[src/rtl/shift_engine_pkg.sv]
// Shared types for the shift engine: operation modes and controller states.
package shift_pkg;

    typedef enum logic [2:0] {
        LOAD = 3'd0,
        SIR  = 3'd1,
        LSL  = 3'd2,
        LSR  = 3'd3,
        ASR  = 3'd4,
        ROL  = 3'd5,
        ROR  = 3'd6,
        SIL  = 3'd7
    } mode_t;

    typedef enum logic [1:0] {
        IDLE = 2'd0,
        RUN  = 2'd1,
        DONE = 2'd2
    } state_t;

endpackage

[src/rtl/shift_engine_if.sv]
// Request/status bundle of the shift engine; carry exists only with SHIFT_CARRY_EN.
interface shift_engine_if #(
    parameter int WIDTH = 8,
    parameter int AMT_W = $clog2(WIDTH) + 1
);
    logic             start;
    logic [2:0]       mode;
    logic [AMT_W-1:0] amt;
    logic [WIDTH-1:0] din;
    logic             ser_in;
    logic             busy;
    logic             done;
    logic [WIDTH-1:0] dout;
`ifdef SHIFT_CARRY_EN
    logic             carry;

    modport master (output start, mode, amt, din, ser_in,
                    input  busy, done, dout, carry);
    modport slave  (input  start, mode, amt, din, ser_in,
                    output busy, done, dout, carry);
`else
    modport master (output start, mode, amt, din, ser_in,
                    input  busy, done, dout);
    modport slave  (input  start, mode, amt, din, ser_in,
                    output busy, done, dout);
`endif
endinterface

[src/rtl/shift_engine_step.sv]
// Combinational single step of the shift engine: shifts a word by 0..STEP positions.
module shift_step
    import shift_pkg::*;
#(
    parameter int WIDTH = 8,
    parameter int STEP  = 1,
    parameter int KW    = $clog2(STEP + 1)
) (
    input  logic [WIDTH-1:0] i_word,
    input  mode_t            i_mode,
    input  logic [KW-1:0]    i_k,
    input  logic             i_ser_in,
    output logic [WIDTH-1:0] o_word,
    output logic             o_bit
);

    // A k-position shift is k chained 1-bit shifts; o_bit keeps the last bit to leave.
    always_comb begin
        o_word = i_word;
        o_bit  = 1'b0;
        for (int unsigned i = 0; i < STEP; i++) begin
            if (KW'(i) < i_k) begin
                case (i_mode)
                    SIR: begin o_bit = o_word[0];       o_word = {i_ser_in, o_word[WIDTH-1:1]}; end
                    LSL: begin o_bit = o_word[WIDTH-1]; o_word = {o_word[WIDTH-2:0], 1'b0}; end
                    LSR: begin o_bit = o_word[0];       o_word = {1'b0, o_word[WIDTH-1:1]}; end
                    ASR: begin o_bit = o_word[0];       o_word = {o_word[WIDTH-1], o_word[WIDTH-1:1]}; end
                    ROL: begin o_bit = o_word[WIDTH-1]; o_word = {o_word[WIDTH-2:0], o_word[WIDTH-1]}; end
                    ROR: begin o_bit = o_word[0];       o_word = {o_word[0], o_word[WIDTH-1:1]}; end
                    SIL: begin o_bit = o_word[WIDTH-1]; o_word = {o_word[WIDTH-2:0], i_ser_in}; end
                    default: ;
                endcase
            end
        end
    end

endmodule

[src/rtl/shift_engine.sv]
// Multi-cycle universal shift engine, up to STEP positions per clock.
// Optional carry output is enabled by defining SHIFT_CARRY_EN.
module shift_engine
    import shift_pkg::*;
#(
    parameter int WIDTH = 8,
    parameter int STEP  = 1,
    localparam int AMT_W = $clog2(WIDTH) + 1
) (
    input  logic           clk,
    input  logic           rst_n,
    shift_engine_if.slave  bus
);

    localparam int KW = $clog2(STEP + 1);

    state_t           r_state;
    mode_t            r_mode;
    logic [AMT_W-1:0] r_rem;
    logic [WIDTH-1:0] r_dout;

    logic             w_accept;
    logic [AMT_W-1:0] w_amt_clamp;
    logic [AMT_W-1:0] w_k_full;
    logic [WIDTH-1:0] w_next;
    logic             w_bit;

    assign w_accept    = bus.start && (r_state != RUN);
    assign w_amt_clamp = (bus.amt > AMT_W'(WIDTH)) ? AMT_W'(WIDTH) : bus.amt;
    assign w_k_full    = (r_rem > AMT_W'(STEP)) ? AMT_W'(STEP) : r_rem;

    shift_step #(
        .WIDTH (WIDTH),
        .STEP  (STEP),
        .KW    (KW)
    ) u_step (
        .i_word   (r_dout),
        .i_mode   (r_mode),
        .i_k      (KW'(w_k_full)),
        .i_ser_in (bus.ser_in),
        .o_word   (w_next),
`ifdef SHIFT_CARRY_EN
        .o_bit    (w_bit)
`else
        .o_bit    ()
`endif
    );

    always_ff @(posedge clk) begin
        if (!rst_n) begin
            r_state <= IDLE;
            r_mode  <= LOAD;
            r_rem   <= '0;
            r_dout  <= '0;
        end else if (w_accept) begin
            r_dout  <= bus.din;
            r_mode  <= mode_t'(bus.mode);
            r_rem   <= w_amt_clamp;
            r_state <= (w_amt_clamp == '0 || mode_t'(bus.mode) == LOAD) ? DONE : RUN;
        end else begin
            case (r_state)
                RUN: begin
                    r_dout <= w_next;
                    r_rem  <= r_rem - w_k_full;
                    if (r_rem == w_k_full)
                        r_state <= DONE;
                end
                DONE:    r_state <= IDLE;
                default: ;
            endcase
        end
    end

`ifdef SHIFT_CARRY_EN
    logic r_carry;

    always_ff @(posedge clk) begin
        if (!rst_n)
            r_carry <= 1'b0;
        else if (w_accept)
            r_carry <= 1'b0;
        else if (r_state == RUN)
            r_carry <= w_bit;
    end

    assign bus.carry = r_carry;
`else
    assign w_bit = 1'b0;
`endif

    assign bus.busy = (r_state == RUN);
    assign bus.done = (r_state == DONE);
    assign bus.dout = r_dout;

endmodule

[src/flat_wrapper.sv]
// flat-port wrapper written by rule: the top's interface ports become plain ports
module shift_engine_flat import shift_pkg::*;
#(
    parameter int WIDTH = 8,
    parameter int STEP  = 1,
    localparam int AMT_W = $clog2(WIDTH) + 1
)
  (clk, rst_n, bus_start, bus_mode, bus_amt, bus_din, bus_ser_in, bus_busy, bus_done, bus_dout);
  shift_engine_if #(.WIDTH(WIDTH)) bus_i ();
  input  logic clk;
  input  logic rst_n;
  input wire logic [$bits(bus_i.start)-1:0] bus_start;
  input wire logic [$bits(bus_i.mode)-1:0] bus_mode;
  input wire logic [$bits(bus_i.amt)-1:0] bus_amt;
  input wire logic [$bits(bus_i.din)-1:0] bus_din;
  input wire logic [$bits(bus_i.ser_in)-1:0] bus_ser_in;
  output wire logic [$bits(bus_i.busy)-1:0] bus_busy;
  output wire logic [$bits(bus_i.done)-1:0] bus_done;
  output wire logic [$bits(bus_i.dout)-1:0] bus_dout;
  assign bus_i.start = bus_start;
  assign bus_i.mode = bus_mode;
  assign bus_i.amt = bus_amt;
  assign bus_i.din = bus_din;
  assign bus_i.ser_in = bus_ser_in;
  assign bus_busy = bus_i.busy;
  assign bus_done = bus_i.done;
  assign bus_dout = bus_i.dout;
  shift_engine #(.WIDTH(WIDTH), .STEP(STEP)) u_core (.clk(clk), .rst_n(rst_n), .bus(bus_i));
endmodule
[config.mk]
export PLATFORM = sky130hd
export DESIGN_NAME = shift_engine_flat
export DESIGN_NICKNAME = d
export VERILOG_FILES = /design/src/rtl/shift_engine_pkg.sv /design/src/rtl/shift_engine_if.sv /design/src/rtl/shift_engine_step.sv /design/src/rtl/shift_engine.sv /design/src/flat_wrapper.sv
export SDC_FILE = /design/constraint.sdc
export NUM_CORES = 1
export LEC_CHECK = 0
export ABC_CLOCK_PERIOD_IN_PS = 2750
export CAP_MARGIN = 10
export CORE_ASPECT_RATIO = 0.8
export CORE_MARGIN = 2
export CORE_UTILIZATION = 40
export CTS_CLUSTER_DIAMETER = 80
export DETAILED_ROUTE_END_ITERATION = 10
export GPL_TIMING_DRIVEN = 0
export PLACE_DENSITY = 0.73
export SLEW_MARGIN = 10
export SYNTH_ARGS = -nofsm -noshare
export SYNTH_HDL_FRONTEND = slang
export SYNTH_SLANG_ARGS = --single-unit
[constraint.sdc]
create_clock -name clk -period 2.75 [get_ports clk]
set_input_delay 0.55 -clock clk [delete_from_list [all_inputs] [get_ports clk]]
set_output_delay 0.55 -clock clk [all_outputs]
set_load 0.005 [all_outputs]
==> results_dict.tcl <==
set metrics [dict create \
    worstPathRequired_ns 2.20 \
    synth-edff-count 0 \
    fin_crit_sh_pct 75.3 \
    powerDensity_nw_per_um2 468 \
    drive_above_1_share_pct 9.03 \
    instances_no_fill 191 \
    synth.distinct_cells 37 \
    core_area_um2 2420 \
    grt_use_total_pct 20.2 \
    ctsResizeCount 0 \
    post-route-min-period_ns 2.07 \
    cts_sinks 17 \
    grt_antenna_before_repair 0 \
    pre_cts_slack_ns 0.695 \
    synth_most_common_cell "dfxtp_1" \
    cts_buffers 3 \
    nets 175 \
    hold_viol 0 \
    dpl.hpwl_um 2030 \
    syn_inst 124 \
    die_width_um 60.3 \
    met1_usage_pct 29.4 \
    place_inst 187 \
    drc 0 \
    syn_nets 143 \
    via_count 1054 \
    p_comb_share_pct 32.1 \
    synthAdderAreaFrac_pct 0 \
    ant_nets 0 \
    ys.warnings.count 0 \
    grt_max_degree 11 \
    final_core_util_pct 55.9 \
    tightest_slew_ns 0.455 \
    fin_tns_setup_ns 0 \
    met2_usage_pct 29.7 \
    synth_top_family_by_area "simple AND/OR/NAND/NOR gates" \
    status "completed" \
    min_path_type "register to register" \
    finalSetupViolCount 0 \
    intPower_uw 434 \
    grt.busiest_layer "met2" \
    drt_iter0_drc 70 \
    root_buffer "clkbuf_4" \
    clk_path_buf_depth 2 \
    overflow 0 \
    rsz0062_at_grt "no" \
    synth-simple-area-share_pct 30.6 \
    place.gp.congestion 0.850 \
    max-cap-violations 0 \
    synth-compound-area-share_pct 20.4 \
    clk_latency_ns 0.29 \
    initial_core_util_pct 41.8 \
    grt_pass1_wl_um 4540 \
    syn_area_um2 1010 \
    io_buffers 27 \
    ys_ff_latch 17 \
    grt_pass1_vias 964 \
    die_y_um 49.0 \
    async_flop_share_pct 0 \
    postCtsHoldBufs 0 \
    crit_path_start_kind "register" \
    htreeDepth 1 \
    wl_um 2690 \
    p_sw_uw 201 \
    finalWorstSetupSlack_ns 0.680 \
    synth.area.mux_share_pct 7.90 \
    r2r_slack_ns 1.30 \
    ir_worst_vdd_mv 0.245 \
    cp_max_fo 10 \
    synth_xor_area_share_pct 0 \
    synth_commonest_cells "dfxtp_1 (17), nand2_1 (13), nand3_1 (9), mux2i_1 (8), o211ai_1 (8)" \
    max_freq_mhz 483 \
    p_seq_share_pct 47.0 \
    wl_per_cell_um 14.1 \
    finalClockSkew_ns 0.00953 \
    postCtsSetupBuffers 0 \
    synth_seq_area_share_pct 33.6 \
    synthTopCellsByArea "dfxtp_1 (34%), mux2i_1 (7.9%), o211ai_1 (5.9%)" \
    switching_share_pct 31.6 \
    drv_slew 0 \
    syn2layout_area_growth_pct 33.7 \
    antenna_cells 0 \
    arrival_ns 1.52 \
    io_pins 29 \
    criticalPathCategory "register to primary output" \
    slew_headroom_pct 69.6 \
    synth_top_area_share_pct 33.6 \
    syn_avg_cell_area_um2 8.17 \
    viasPerCell 5.52 \
    grt_util_met3_pct 4.77 \
    rows 16 \
    die_area_um2 2950 \
    cts_tree "done" \
    power_leakage_uw 0.000499 \
    clkTransAtPathRegs_ns 0.10 \
    synth_top_area_cell "dfxtp_1" \
    clockPowerShare_pct 20.9 \
    synth-main-ff-cell "dfxtp_1" \
    dr.pass1.iters 4 \
    critPathCaptureType "primary output" \
]
path summary, 6_finish.rpt:
| check | startpoint | endpoint | cells after the start |
|---|---|---|---|
| hold reg to reg | u_core.bus.dout[3] | u_core.bus.dout[3] | 2 |
| setup / recovery | u_core.r_state[0] | bus_busy | 4 |
| hold / removal | u_core.bus.dout[3] | u_core.bus.dout[3] | 2 |
| setup reg to reg | u_core.r_state[0] | u_core.bus.dout[4] | 6 |
routing by layer:
layer | vias up | part of all wire [%]
met5 | - | 0
met4 | 0 | 0.63
met3 | 2 | 5.8
met2 | 27 | 46
met1 | 501 | 48
li1 | 524 | -
layout by cell type (no fill, tap or decap), types with 2 or more instances in the layout:
cell type	count
nor2_1	6
o21ai_0	6
inv_1	3
nor4b_1	2
a21oi_1	4
o21a_1	2
nor3_1	3
nand3_1	9
clkbuf_4	3
clkdlybuf4s50_1	27
nand2_1	13
and3_1	2
dfxtp_1	17
a21boi_0	3
clkbuf_1	4
o211ai_1	8
nor4_1	3
buf_6	2
nand2b_1	3
nand4_1	6
buf_2	4
mux2i_1	8
power by group through the flow:
stage          combinational, µW  clock [µW]  sequential [µW]
3_3_place_gp                 199           0              303
2_1_floorplan                122           0              298
6_report                     204         133              299
4_1_cts                      203         137              298
5_1_grt                      226         150              303
3_5_place_dp                 202           0              303
sequential cells by signal (all words and copies together) (netlist names):
| name | count |
|---|---|
| u_core.bus.dout | 8 |
| u_core.r_mode | 3 |
| u_core.r_rem | 4 |
| u_core.r_state | 2 |
logic make-up (layout without fill, tap and decap cells):
group / after synthesis / in the layout
AOI/OAI and AO/OA: 30 / 30
buffers and inverters: 14 / 45
and+or+nand+nor: 55 / 55
muxes: 8 / 8
DFF: 17 / 17
worst max-delay path, stage by stage, from the launching register on:
cell and delay [ns]:
dfxtp_1 0.39, nand2b_1 0.09, buf_6 0.14, inv_2 0.10, clkdlybuf4s50_1 0.51
area by class of cell:
type,instances,area (µm²)
fill,223,1070
timing repair buffer,27,270
multi-input combinational,93,597
clock buffer,4,26.3
buffer,10,61.3
inverter,4,15.0
sequential,17,340
tap,36,45.0
metrics by stage:
stage / total power (µW) / hold slack (ns) / instance area, µm²
5_1_grt: 678 / 0.585 / 1360
3_3_place_gp: 502 / 0.525 / 1330
3_5_place_dp: 506 / 0.536 / 1330
4_1_cts: 638 / 0.550 / 1360
6_report: 635 / 0.552 / 1360
2_1_floorplan: 420 / 0.505 / 1010
No activity file was read; power rests on OpenSTA's default activity.
